<file path="src/rtl/mem_port_arbiter_if.sv">
// Shared memory port bundle: fetch requester, data requester and memory side.
// The arbiter takes the slave view; the requesters and memory take the master view.
interface mem_port_arbiter_if;
    logic        getir_istek_i;
    logic [31:0] getir_adres_i;
    logic        getir_iptal_i;
    logic        getir_gecerli_o;
    logic [31:0] getir_deger_o;

    logic        veri_istek_i;
    logic        veri_yaz_i;
    logic [31:0] veri_adres_i;
    logic [31:0] veri_yaz_deger_i;
    logic [3:0]  veri_maske_i;
    logic        veri_gecerli_o;
    logic [31:0] veri_deger_o;

    logic        bellek_istek_o;
    logic        bellek_yaz_o;
    logic [31:0] bellek_adres_o;
    logic [31:0] bellek_yaz_deger_o;
    logic [3:0]  bellek_maske_o;
    logic        bellek_hazir_i;
    logic        bellek_gecerli_i;
    logic [31:0] bellek_deger_i;

    modport slave (
        input  getir_istek_i, getir_adres_i, getir_iptal_i,
        output getir_gecerli_o, getir_deger_o,
        input  veri_istek_i, veri_yaz_i, veri_adres_i,
        input  veri_yaz_deger_i, veri_maske_i,
        output veri_gecerli_o, veri_deger_o,
        output bellek_istek_o, bellek_yaz_o, bellek_adres_o,
        output bellek_yaz_deger_o, bellek_maske_o,
        input  bellek_hazir_i, bellek_gecerli_i, bellek_deger_i
    );

    modport master (
        output getir_istek_i, getir_adres_i, getir_iptal_i,
        input  getir_gecerli_o, getir_deger_o,
        output veri_istek_i, veri_yaz_i, veri_adres_i,
        output veri_yaz_deger_i, veri_maske_i,
        input  veri_gecerli_o, veri_deger_o,
        input  bellek_istek_o, bellek_yaz_o, bellek_adres_o,
        input  bellek_yaz_deger_o, bellek_maske_o,
        output bellek_hazir_i, bellek_gecerli_i, bellek_deger_i
    );
endinterface

</file>
<file path="src/rtl/mem_port_arbiter.sv">
// Single-outstanding arbiter sharing one memory port between instruction
// fetch and load/store, data-priority with a bounded fetch starvation window.
module mem_port_arbiter #(
    parameter int AC_SINIR = 4
) (
    input  logic               clk_i,
    input  logic               rst_i,
    mem_port_arbiter_if.slave  bus
);

    typedef enum logic [1:0] {
        BOS,
        ISTEK,
        BEKLE,
        YANIT
    } durum_e;

    localparam logic [2:0] SINIR = 3'(AC_SINIR);

    durum_e      durum_q, durum_d;
    logic        sahip_getir_q, sahip_getir_d;
    logic [31:0] adres_q, adres_d;
    logic        yaz_q, yaz_d;
    logic [31:0] yaz_deger_q, yaz_deger_d;
    logic [3:0]  maske_q, maske_d;
    logic [2:0]  sayac_q, sayac_d;
    logic        iptal_q, iptal_d;
    logic [31:0] getir_deger_q, getir_deger_d;
    logic [31:0] veri_deger_q, veri_deger_d;

    logic        getir_kazanir;
    logic        yanit_al;

    always_comb begin
        durum_d       = durum_q;
        sahip_getir_d = sahip_getir_q;
        adres_d       = adres_q;
        yaz_d         = yaz_q;
        yaz_deger_d   = yaz_deger_q;
        maske_d       = maske_q;
        sayac_d       = sayac_q;
        iptal_d       = iptal_q;
        getir_deger_d = getir_deger_q;
        veri_deger_d  = veri_deger_q;
        getir_kazanir = 1'b0;
        yanit_al      = 1'b0;

        unique case (durum_q)
            BOS: begin
                if (!bus.getir_istek_i) begin
                    sayac_d = 3'd0;
                end
                if (bus.getir_istek_i || bus.veri_istek_i) begin
                    // Fetch only wins when data is idle or the window is spent.
                    getir_kazanir = bus.getir_istek_i &&
                                    (!bus.veri_istek_i || sayac_q >= SINIR);
                    durum_d       = ISTEK;
                    iptal_d       = 1'b0;
                    sahip_getir_d = getir_kazanir;
                    if (getir_kazanir) begin
                        adres_d     = bus.getir_adres_i;
                        yaz_d       = 1'b0;
                        yaz_deger_d = 32'd0;
                        maske_d     = 4'b0000;
                        sayac_d     = 3'd0;
                    end else begin
                        adres_d     = bus.veri_adres_i;
                        yaz_d       = bus.veri_yaz_i;
                        yaz_deger_d = bus.veri_yaz_deger_i;
                        maske_d     = bus.veri_maske_i;
                        if (bus.getir_istek_i && sayac_q < SINIR) begin
                            sayac_d = sayac_q + 3'd1;
                        end
                    end
                end
            end
            ISTEK: begin
                if (sahip_getir_q && bus.getir_iptal_i) begin
                    iptal_d = 1'b1;
                end
                if (bus.bellek_hazir_i) begin
                    if (bus.bellek_gecerli_i) begin
                        yanit_al = 1'b1;
                        durum_d  = YANIT;
                    end else begin
                        durum_d  = BEKLE;
                    end
                end
            end
            BEKLE: begin
                if (sahip_getir_q && bus.getir_iptal_i) begin
                    iptal_d = 1'b1;
                end
                if (bus.bellek_gecerli_i) begin
                    yanit_al = 1'b1;
                    durum_d  = YANIT;
                end
            end
            YANIT: begin
                durum_d = BOS;
            end
        endcase

        if (yanit_al) begin
            if (sahip_getir_q) begin
                getir_deger_d = bus.bellek_deger_i;
            end else if (!yaz_q) begin
                veri_deger_d = bus.bellek_deger_i;
            end
        end
    end

    always_ff @(posedge clk_i or posedge rst_i) begin
        if (rst_i) begin
            durum_q       <= BOS;
            sahip_getir_q <= 1'b0;
            adres_q       <= 32'd0;
            yaz_q         <= 1'b0;
            yaz_deger_q   <= 32'd0;
            maske_q       <= 4'b0000;
            sayac_q       <= 3'd0;
            iptal_q       <= 1'b0;
            getir_deger_q <= 32'd0;
            veri_deger_q  <= 32'd0;
        end else begin
            durum_q       <= durum_d;
            sahip_getir_q <= sahip_getir_d;
            adres_q       <= adres_d;
            yaz_q         <= yaz_d;
            yaz_deger_q   <= yaz_deger_d;
            maske_q       <= maske_d;
            sayac_q       <= sayac_d;
            iptal_q       <= iptal_d;
            getir_deger_q <= getir_deger_d;
            veri_deger_q  <= veri_deger_d;
        end
    end

    assign bus.bellek_istek_o     = (durum_q == ISTEK);
    assign bus.bellek_yaz_o       = yaz_q;
    assign bus.bellek_adres_o     = adres_q;
    assign bus.bellek_yaz_deger_o = yaz_deger_q;
    assign bus.bellek_maske_o     = maske_q;

    // A redirect in the response cycle itself still kills the strobe.
    assign bus.getir_gecerli_o = (durum_q == YANIT) && sahip_getir_q &&
                                 !iptal_q && !bus.getir_iptal_i;
    assign bus.veri_gecerli_o  = (durum_q == YANIT) && !sahip_getir_q;
    assign bus.getir_deger_o   = getir_deger_q;
    assign bus.veri_deger_o    = veri_deger_q;

endmodule
</file>
<file path="src/flat_wrapper.sv">
// flat-port wrapper written by rule: the top's interface ports become plain ports
module mem_port_arbiter_flat 
#(
    parameter int AC_SINIR = 4
)
  (clk_i, rst_i, bus_getir_istek_i, bus_getir_adres_i, bus_getir_iptal_i, bus_getir_gecerli_o, bus_getir_deger_o, bus_veri_istek_i, bus_veri_yaz_i, bus_veri_adres_i, bus_veri_yaz_deger_i, bus_veri_maske_i, bus_veri_gecerli_o, bus_veri_deger_o, bus_bellek_istek_o, bus_bellek_yaz_o, bus_bellek_adres_o, bus_bellek_yaz_deger_o, bus_bellek_maske_o, bus_bellek_hazir_i, bus_bellek_gecerli_i, bus_bellek_deger_i);
  mem_port_arbiter_if bus_i ();
  input  logic clk_i;
  input  logic rst_i;
  input wire logic [$bits(bus_i.getir_istek_i)-1:0] bus_getir_istek_i;
  input wire logic [$bits(bus_i.getir_adres_i)-1:0] bus_getir_adres_i;
  input wire logic [$bits(bus_i.getir_iptal_i)-1:0] bus_getir_iptal_i;
  output wire logic [$bits(bus_i.getir_gecerli_o)-1:0] bus_getir_gecerli_o;
  output wire logic [$bits(bus_i.getir_deger_o)-1:0] bus_getir_deger_o;
  input wire logic [$bits(bus_i.veri_istek_i)-1:0] bus_veri_istek_i;
  input wire logic [$bits(bus_i.veri_yaz_i)-1:0] bus_veri_yaz_i;
  input wire logic [$bits(bus_i.veri_adres_i)-1:0] bus_veri_adres_i;
  input wire logic [$bits(bus_i.veri_yaz_deger_i)-1:0] bus_veri_yaz_deger_i;
  input wire logic [$bits(bus_i.veri_maske_i)-1:0] bus_veri_maske_i;
  output wire logic [$bits(bus_i.veri_gecerli_o)-1:0] bus_veri_gecerli_o;
  output wire logic [$bits(bus_i.veri_deger_o)-1:0] bus_veri_deger_o;
  output wire logic [$bits(bus_i.bellek_istek_o)-1:0] bus_bellek_istek_o;
  output wire logic [$bits(bus_i.bellek_yaz_o)-1:0] bus_bellek_yaz_o;
  output wire logic [$bits(bus_i.bellek_adres_o)-1:0] bus_bellek_adres_o;
  output wire logic [$bits(bus_i.bellek_yaz_deger_o)-1:0] bus_bellek_yaz_deger_o;
  output wire logic [$bits(bus_i.bellek_maske_o)-1:0] bus_bellek_maske_o;
  input wire logic [$bits(bus_i.bellek_hazir_i)-1:0] bus_bellek_hazir_i;
  input wire logic [$bits(bus_i.bellek_gecerli_i)-1:0] bus_bellek_gecerli_i;
  input wire logic [$bits(bus_i.bellek_deger_i)-1:0] bus_bellek_deger_i;
  assign bus_i.getir_istek_i = bus_getir_istek_i;
  assign bus_i.getir_adres_i = bus_getir_adres_i;
  assign bus_i.getir_iptal_i = bus_getir_iptal_i;
  assign bus_getir_gecerli_o = bus_i.getir_gecerli_o;
  assign bus_getir_deger_o = bus_i.getir_deger_o;
  assign bus_i.veri_istek_i = bus_veri_istek_i;
  assign bus_i.veri_yaz_i = bus_veri_yaz_i;
  assign bus_i.veri_adres_i = bus_veri_adres_i;
  assign bus_i.veri_yaz_deger_i = bus_veri_yaz_deger_i;
  assign bus_i.veri_maske_i = bus_veri_maske_i;
  assign bus_veri_gecerli_o = bus_i.veri_gecerli_o;
  assign bus_veri_deger_o = bus_i.veri_deger_o;
  assign bus_bellek_istek_o = bus_i.bellek_istek_o;
  assign bus_bellek_yaz_o = bus_i.bellek_yaz_o;
  assign bus_bellek_adres_o = bus_i.bellek_adres_o;
  assign bus_bellek_yaz_deger_o = bus_i.bellek_yaz_deger_o;
  assign bus_bellek_maske_o = bus_i.bellek_maske_o;
  assign bus_i.bellek_hazir_i = bus_bellek_hazir_i;
  assign bus_i.bellek_gecerli_i = bus_bellek_gecerli_i;
  assign bus_i.bellek_deger_i = bus_bellek_deger_i;
  mem_port_arbiter #(.AC_SINIR(AC_SINIR)) u_core (.clk_i(clk_i), .rst_i(rst_i), .bus(bus_i));
endmodule
</file>
<file path="config.mk">
export PLATFORM = sky130hd
export DESIGN_NAME = mem_port_arbiter_flat
export DESIGN_NICKNAME = d
export VERILOG_FILES = /design/src/rtl/mem_port_arbiter_if.sv /design/src/rtl/mem_port_arbiter.sv /design/src/flat_wrapper.sv
export SDC_FILE = /design/constraint.sdc
export NUM_CORES = 1
export LEC_CHECK = 0
export CAP_MARGIN = 25
export CORE_MARGIN = 2
export CORE_UTILIZATION = 41
export CTS_CLUSTER_SIZE = 12
export DETAILED_ROUTE_END_ITERATION = 16
export PLACE_DENSITY_LB_ADDON = 0.05
export SETUP_SLACK_MARGIN = 0.05
export SLEW_MARGIN = 20
export SYNTH_ARGS = -nofsm -noshare
export SYNTH_HDL_FRONTEND = slang
export SYNTH_SLANG_ARGS = --single-unit
</file>
<file path="constraint.sdc">
create_clock -name clk_i -period 6.22 [get_ports clk_i]
set_clock_uncertainty 0.2 [all_clocks]
set_input_delay 1.244 -clock clk_i [delete_from_list [all_inputs] [get_ports clk_i]]
set_output_delay 1.244 -clock clk_i [all_outputs]
set_load 0.02 [all_outputs]
</file>
==> results of run 1 <==
-- layout make-up --
| class | instances | area [um^2] | area share |
|---|---|---|---|
| flip-flops and latches | 140 | 3500 | 0.385 |
| clock inverters | 6 | 83.8 | 0.00921 |
| repair buffers | 282 | 2830 | 0.311 |
| inverters | 7 | 31.3 | 0.00344 |
| well taps | 176 | 220 | 0.0242 |
| clock buffers | 25 | 505 | 0.0556 |
| multi-input cells | 203 | 1930 | 0.212 |
-- cells in the mapped netlist, types with 2 or more instances --
library cell / count
mux2_4: 5
and2_1: 6
dfrtp_1: 140
a21oi_1: 2
inv_1: 7
clkbuf_1: 4
a22o_1: 37
nand2_1: 4
buf_2: 13
nor2b_1: 2
ha_1: 8
and2_0: 26
buf_6: 6
a221o_1: 32
mux2_2: 56
mux2_1: 4
-- sequential cells by signal (all words and copies together) (netlist names) --
name / cells
u_core.sayac_q: 3
u_core.bus.veri_deger_o: 32
u_core.durum_q: 2
u_core.bus.bellek_yaz_o: 1
u_core.iptal_q: 1
u_core.bus.bellek_adres_o: 32
u_core.bus.bellek_yaz_deger_o: 32
u_core.bus.bellek_maske_o: 4
u_core.bus.getir_deger_o: 32
u_core.sahip_getir_q: 1
-- power groups by stage --
stage / clock network, mW / logic [mW] / registers, mW
4_1_cts: 1.02 / 2.30 / 1.56
2_1_floorplan: 0 / 0.745 / 2.02
6_report: 0.998 / 2.28 / 1.56
5_1_grt: 1.07 / 2.41 / 1.61
3_5_place_dp: 0 / 2.30 / 1.56
3_3_place_gp: 0 / 2.26 / 1.54
-- through the flow --
| step | setup slack (ps) | hold WS (ps) | instances |
|---|---|---|---|
| 3_5_place_dp | 2110 | 281 | 807 |
| 5_1_grt | 2050 | 308 | 839 |
| 3_3_place_gp | 2110 | 268 | 807 |
| 2_1_floorplan | 1020 | 257 | 374 |
| 4_1_cts | 2080 | 294 | 838 |
| 6_report | 2070 | 287 | 839 |
-- worst max-delay path, cell delays in order --
cell and delay (ps):
clkdlybuf4s50_1 420, nor4bb_1 340, clkdlybuf4s50_1 700
-- kinds of logic after synthesis --
logic type,count (synthesis)
DFF,140
AOI/OAI and AO/OA,80
muxes,66
and+or+nand+nor,49
buffers and inverters,31
adders and majority gates,8
-- final timing paths --
kind	endpoint	slack, ps
setup / recovery	bus_getir_gecerli_o	2070
setup reg to reg	u_core.bus.bellek_adres_o[24]	3440
hold / removal	u_core.bus.veri_deger_o[16]	290
min in group asynchronous	u_core.bus.bellek_yaz_deger_o[5]	960
hold reg to reg	u_core.bus.veri_deger_o[16]	290
max in group asynchronous	u_core.bus.getir_deger_o[25]	3710
-- layer usage --
layer / routed length [um] / up-vias / share of wire / track usage
met5: 0 / - / 0 / 0
met4: 380 / 0 / 0.025 / 0.0996
met3: 1430 / 24 / 0.094 / 0.0844
met2: 7430 / 193 / 0.49 / 0.339
met1: 6030 / 2085 / 0.39 / 0.240
li1: - / 1940 / - / -
==> results.md, run 1 <==
- The fmax is 241 MHz.
- The number of failing setup endpoints in the final timing report is 0.
- The leakage power is 3.89 nW.
- The number of enable flip-flop cells after synthesis is 0.
- The total net switching power is 1.67 mW.
- The power density over the cells is 532 nW/um^2.
- The proportion of netlist area held by the largest area contributor is 0.626.
- The global router's overall resource usage is 0.209.
- The violation count after the first detailed-routing iteration is 202.
- Setup total negative slack on the finished layout was measured at 0 ps.
- Once layout is done, the placed cells without fillers occupy 9100 um^2.
- The floorplan step defined a die boundary enclosing 14,600 um^2.
- The routed wire length is 15,300 um.
- The share of total power dissipated in combinational logic is 0.471.
- 276 I/O pins were placed.
- The max-slew violation total from the final report is 0.
- At the pin with the least slew margin, the transition time is 855 ps.
- The final route contains 4,242 vias.
- The number of antenna violations at the first check in global routing is 0.
- Counting the fill cells in the layout gives 983.
- The starting density of the core is 0.421.
- Entering global routing, the biggest net connects 108 pins.
- Clock-pin slew was measured on the worst setup and hold paths at 50 ps.
- Detailed placement finished with a half-perimeter wire length of 10,800 um.
- Setup repair after global routing left no endpoint under its margin.
- From left edge to right edge, the die measures 121 um.
- Leaving out fill and tap cells, the most frequent cell in the layout is clkdlybuf4s50_1.
- Of the available clock period, the critical path in the final layout requires 0.668.
- The async set-reset flop share out of synthesis is 1.00.
- The number of maximum-capacitance violations is 0.
- Buffers added to address setup during post-CTS repair amount to 0.
- The most used flip-flop cell after synthesis is dfrtp_1.
- Once layout is complete, the utilization of the core stands at 0.684.
- The maximum resistive drop on vdd is 225 uV.
- The worst min-delay path class is register to register.
- The number of buffers between clock root and the deepest sink is 2.
- By area, the combinational part of the netlist is dominated by multiplexers.
- The number of cells traversed by the worst register-to-register path is 6.
- The core region is 13,300 um^2.
- The run finished with clean final reports.
- The total power draw is 4.84 mW.
- The wire length of the first global-routing pass is 23,300 um.
- The count of distinct cell types in the synthesized netlist is 38.
- Ranked by total cell area, the synthesized netlist is headed by dfrtp_1 (63%), mux2_2 (11%), a22o_1 (5.8%).
- The area growth from synthesis to layout is 62.5%.
- Of the total synthesized cell area, the portion taken by XOR and XNOR cells is 0.
- The synthesized-area fraction occupied by adder cells is 0.0179.
- The post-synthesis share of cell area spent on and, or, nand and nor gates is 0.0581.
- The worst setup path is of the primary input to primary output kind.
- The top cell types in the final layout, fill and taps aside, are clkdlybuf4s50_1 (275), dfrtp_1 (140), mux2_2 (56).
- The cell count after synthesis came out at 374.
- The first TritonRoute pass finished after 4 iterations.
- The synthesized area per cell is 15.0 um^2.
- Counting instances, the worst hold path has a depth of 1.
- The fraction of the mapped netlist area in compound gates came to 0.130.
- The portion of total power attributed to sequential cells is 0.322.
- The headroom to the max-slew limit is 0.428.
- The total overflow left after global routing is 0.
- The share of total power dissipated in the clock network is 0.206.
- The top cell type by total area after synthesis is dfrtp_1.
- The endpoint type of the worst setup path is a primary output.
- The category of the worst setup path launch point is a primary input.
- The total clock buffers created by CTS is 17.
- The clock period could shrink to 4150 ps.
- During placement, the flow inserted port buffers numbering 275.
- In this run the number of H-tree levels came out at 4.
- The placed instances occupy a cell area of 8480 um^2.
- The share of cells above drive strength 1 is 0.155.
- The number of gates given a new drive strength after cts is 0.
- The number of buffers added to fix hold violations after cts is 0.
- The count of nets left with antenna violations once routing finished came out at 0.
- The reg-to-reg critical path startpoint is u_core.durum_q[0].
- The largest fanout on the critical path is 2.
- The mapped netlist covers 5600 um^2.
- In this run the most critical hold path is launched from u_core.bus.veri_deger_o[16].
- 0 antenna diodes ended up in the layout.
- CTS placed an instance of clkbuf_16 at the clock tree root.
- The internal portion of the total power is 3.17 mW.
- Counting every sink on the clock net gives 140.
- The synthesized net count is 522.
- The startpoint of the worst setup timing path is bus_getir_iptal_i.
- The critical path arrival is 2710 ps.
- The required time at the endpoint of the critical path is 4780 ps.
- TritonCTS built the clock tree.
- The number of standard-cell rows in the floorplan is 42.
- The via count of the first global-routing pass is 4,540.
- For this run, the number of Yosys warnings is 0.
- The sequential fraction of the synthesis area is 0.626.
- After detailed routing, the number of remaining DRC violations is 0.
- Clock latency on the worst-skew pair, taken at its later pin, is 400 ps.
- In this run the vertical extent of the chip is 121 um.
- The hold violation total from the final report is 0.
- The number of nets at the end of the flow is 799.
- The share of synthesized area spent on multiplexers is 0.136.
- Dividing the detail-routed wire length by the instance count gives 18.2 um.
- Dividing the detail-routed via count by the number of cells gives 5.06.
- Routability-driven placement finished with a final weighted congestion of 0.762.
- The count of state elements after synthesis is 140.
- Of the total power, the share spent switching nets is 0.345.
(Power assumes the default switching activity.)
==> run 2, diff against run 1 <==
Clock period 6.22 ns to 4 ns, I/O delays scaled along.
==> run 2 against run 1 <==
Sequential power is 56% higher. Flip-flop and latch count did not move. Die area did not move. Worst setup slack lost 1300 ps. Final cell count stayed put. Cell area about the same. Non-clock buffer count shrank 1. Via count increased by 1.5%. Critical path type unchanged. Combinational power grew 56%. Power increased by 55%. Routed wire length decreased by 0.56%. Clock power increased by 50%.
==> results.md, run 2 (same netlist as run 1, synthesis figures left out) <==
- The path class of the tightest hold or removal check is register to register.
- The number of failing setup endpoints in the final timing report is 0 (unchanged).
- The hold violation total from the final report is 0 (unchanged).
- STA classifies the critical path endpoint as a primary output.
- The largest fanout on the critical path is 2 (unchanged).
- The number of cells in the finished layout apart from fillers came to 839 (unchanged).
- The power density over the cells came to 824 nW/um^2 (+55%).
- The average vias per placed instance was 5.13 (+1.5%).
- In the layout the commonest cells are clkdlybuf4s50_1 (275), dfrtp_1 (140), mux2_2 (56).
- The remaining global-route overflow is 0 (unchanged).
- Setup repair after global routing left no endpoint under its margin.
- The met2 wire length is 7630 um (+2.7%).
- The die span in x is 121 um (unchanged).
- The global router's overall resource usage is 0.211 (+0.00222).
- The maximum resistive drop on vdd was 369 uV (+64%).
- The post-detailed-placement half-perimeter wirelength is 10,800 um (-0.76%).
- Dividing the final minimum period by the clock period gives 0.813.
- The starting density of the core came to 0.421 (unchanged).
- In this design, the largest share of critical-path delay is due to buffers and inverters.
- The via count of the first global-routing pass is 4,588 (+1.1%).
- The maximum level of the CTS H-tree is 4 (unchanged).
- The leakage power is 3.87 nW (-0.38%).
- The critical path arrival is 2250 ps (-460 ps).
- The number of maximum-capacitance violations is 0 (unchanged).
- The headroom to the max-slew limit is 0.463 (+0.0353).
- The count of input and output buffers was 275 (unchanged).
- The number of buffers between clock root and the deepest sink is 2 (unchanged).
- The average wire length per cell after detail routing is 18.1 um (-0.56%).
- TritonCTS built the clock tree.
- The routed wire length is 15,200 um (-0.56%).
- The time the worst path needs with I/O delays and setup is 3250 ps.
- The residual antenna-violating net count after detailed routing is 0 (unchanged).
- The maximum cell stage delay along the critical path is 670 ps (-30 ps).
- The accumulated negative setup slack is 0 ps (unchanged).
- The wire length of the first global-routing pass is 23,800 um (+2.4%).
- The fmax is 308 MHz.
- The clock edge transition at the registers on the reported setup and hold paths came to 50 ps (about the same).
- The required time at the endpoint of the critical path is 3000 ps (-1780 ps).
- The buffer and inverter count on the worst path is 2 (unchanged).
- The violation count after the first detailed-routing iteration is 211 (+4.5%).
- The number of buffers added to fix hold violations after cts was 0 (unchanged).
- The number of antenna repair diodes was 0 (unchanged).
- The most numerous cell type found on the critical path is clkdlybuf4s50_1.
- The post-route met1 wirelength is 5970 um (-0.91%).
- The signed area change from the synthesized netlist to the final layout is 62.4% (about the same).
- The number of iterations in the first detailed-routing pass is 6 (+2).
- The via count is 4,305 (+1.5%).
- The number of standard-cell rows in the floorplan was 42 (unchanged).
- STA classifies the critical path startpoint as a primary input.
- The clock net sink count is 140 (unchanged).
- The actual transition at the worst max-transition pin came to 805 ps (-49.8 ps).
- The share of cells above drive strength 1 is 0.151 (-0.00452).
- The flow ran to the end, and the final reports show no timing, DRC or antenna violations.
- The DRC violation count after routing was 0 (unchanged).
- The last weighted congestion value of the routability-driven placer is 0.773 (+1.4%).
- The final standard cell utilization of the core came to 0.684 (about the same).
- The total I/O pin count is 276 (unchanged).
- The detailed router used layers up to and including met4.
- The total setup buffers inserted after CTS is 0 (unchanged).
- The final cell area excluding filler cells was 9090 um^2 (about the same).
- The signal on the critical path passes through clkdlybuf4s50_1 -> nor4bb_1 -> clkdlybuf4s50_1.
- The total placed instance area is 8530 um^2 (+0.58%).
- The library cell used most frequently in the layout, excluding fill and tap cells, is clkdlybuf4s50_1.
- The number of antenna violations at the first check in global routing came to 0 (unchanged).
- The final worst hold slack came to 284 ps (-3.02 ps).
- The number of nets at the end of the flow is 798 (-0.13%).
- The buffer cell driving the clock tree root is clkbuf_16.
- The clock latency reported for the late side of the worst-skew pair is 410 ps (about the same).
- The total clock buffers created by CTS is 17 (unchanged).
- The area inside the core boundary is 13,300 um^2 (unchanged).
- The area enclosed by the die boundary is 14,600 um^2 (unchanged).
- The number of placed cells counting well taps was 807 (unchanged).
- The detailed route wirelength on metal3 is 1300 um (-9.5%).
- The library cell contributing the largest single delay on the critical path is clkdlybuf4s50_1.
- The vertical die dimension is 121 um (unchanged).
- The maximum number of pins on one net before global-route repair was 141 (+31%).
- The max-slew violation total from the final report was 0 (unchanged).
- The class of the most critical setup path is primary input to primary output.
- The number of gates given a new drive strength after cts is 0 (unchanged).
-- run 2: cell types whose count changed in the layout (fill, tap and decap cells not counted) --
cell / previous run / this run
buf_12: 0 / 4
buf_4: 6 / 2
clkbuf_1: 3 / 6
clkbuf_8: 5 / 2
buf_16: 1 / 0
clkinv_2: 3 / 4
clkinvlp_4: 0 / 1
inv_6: 1 / 0
-- run 2: area by class of cell --
type                       count  area, um^2
clock buffer                  25         475
clock inverter                 7        88.8
fill                         975        4200
inverter                       7        30.0
multi-input combinational    203        1930
sequential                   140        3500
tap                          176         220
timing repair buffer         281        2850
-- run 2: through the flow --
| stage | worst slack (ps) | total power [mW] |
|---|---|---|
| global placement | 838 | 5.95 |
| floorplan | 1250 | 4.31 |
| detailed placement | 765 | 6.03 |
| global route | 627 | 7.88 |
| finish | 748 | 7.49 |
| CTS | 759 | 7.57 |
-- run 2: power by group --
part           internal, mW  leakage [nW]  switching (mW)
combinational          1.89          1.84            1.67
sequential             2.06          1.75           0.368
clock                 0.948         0.279           0.556
total                  4.90          3.87            2.59
-- run 2: final timing paths --
check / cells past startpoint / slack (ps) / from / to
max: 3 / 750 / bus_getir_iptal_i / bus_getir_gecerli_o
min: 1 / 280 / u_core.sayac_q[0] / u_core.sayac_q[0]
max reg2reg: 6 / 1500 / u_core.durum_q[0] / u_core.bus.getir_deger_o[24]
min reg2reg: 1 / 280 / u_core.sayac_q[0] / u_core.sayac_q[0]
max in group asynchronous: 3 / 2240 / rst_i / u_core.bus.getir_deger_o[2]
min in group asynchronous: 3 / 680 / rst_i / u_core.bus.bellek_yaz_deger_o[2]
-- run 2: layer usage --
layer | track usage | up-vias
li1 | - | 1938
met1 | 0.246 | 2155
met2 | 0.356 | 190
met3 | 0.0792 | 22
met4 | 0.0734 | 0
met5 | 0 | -
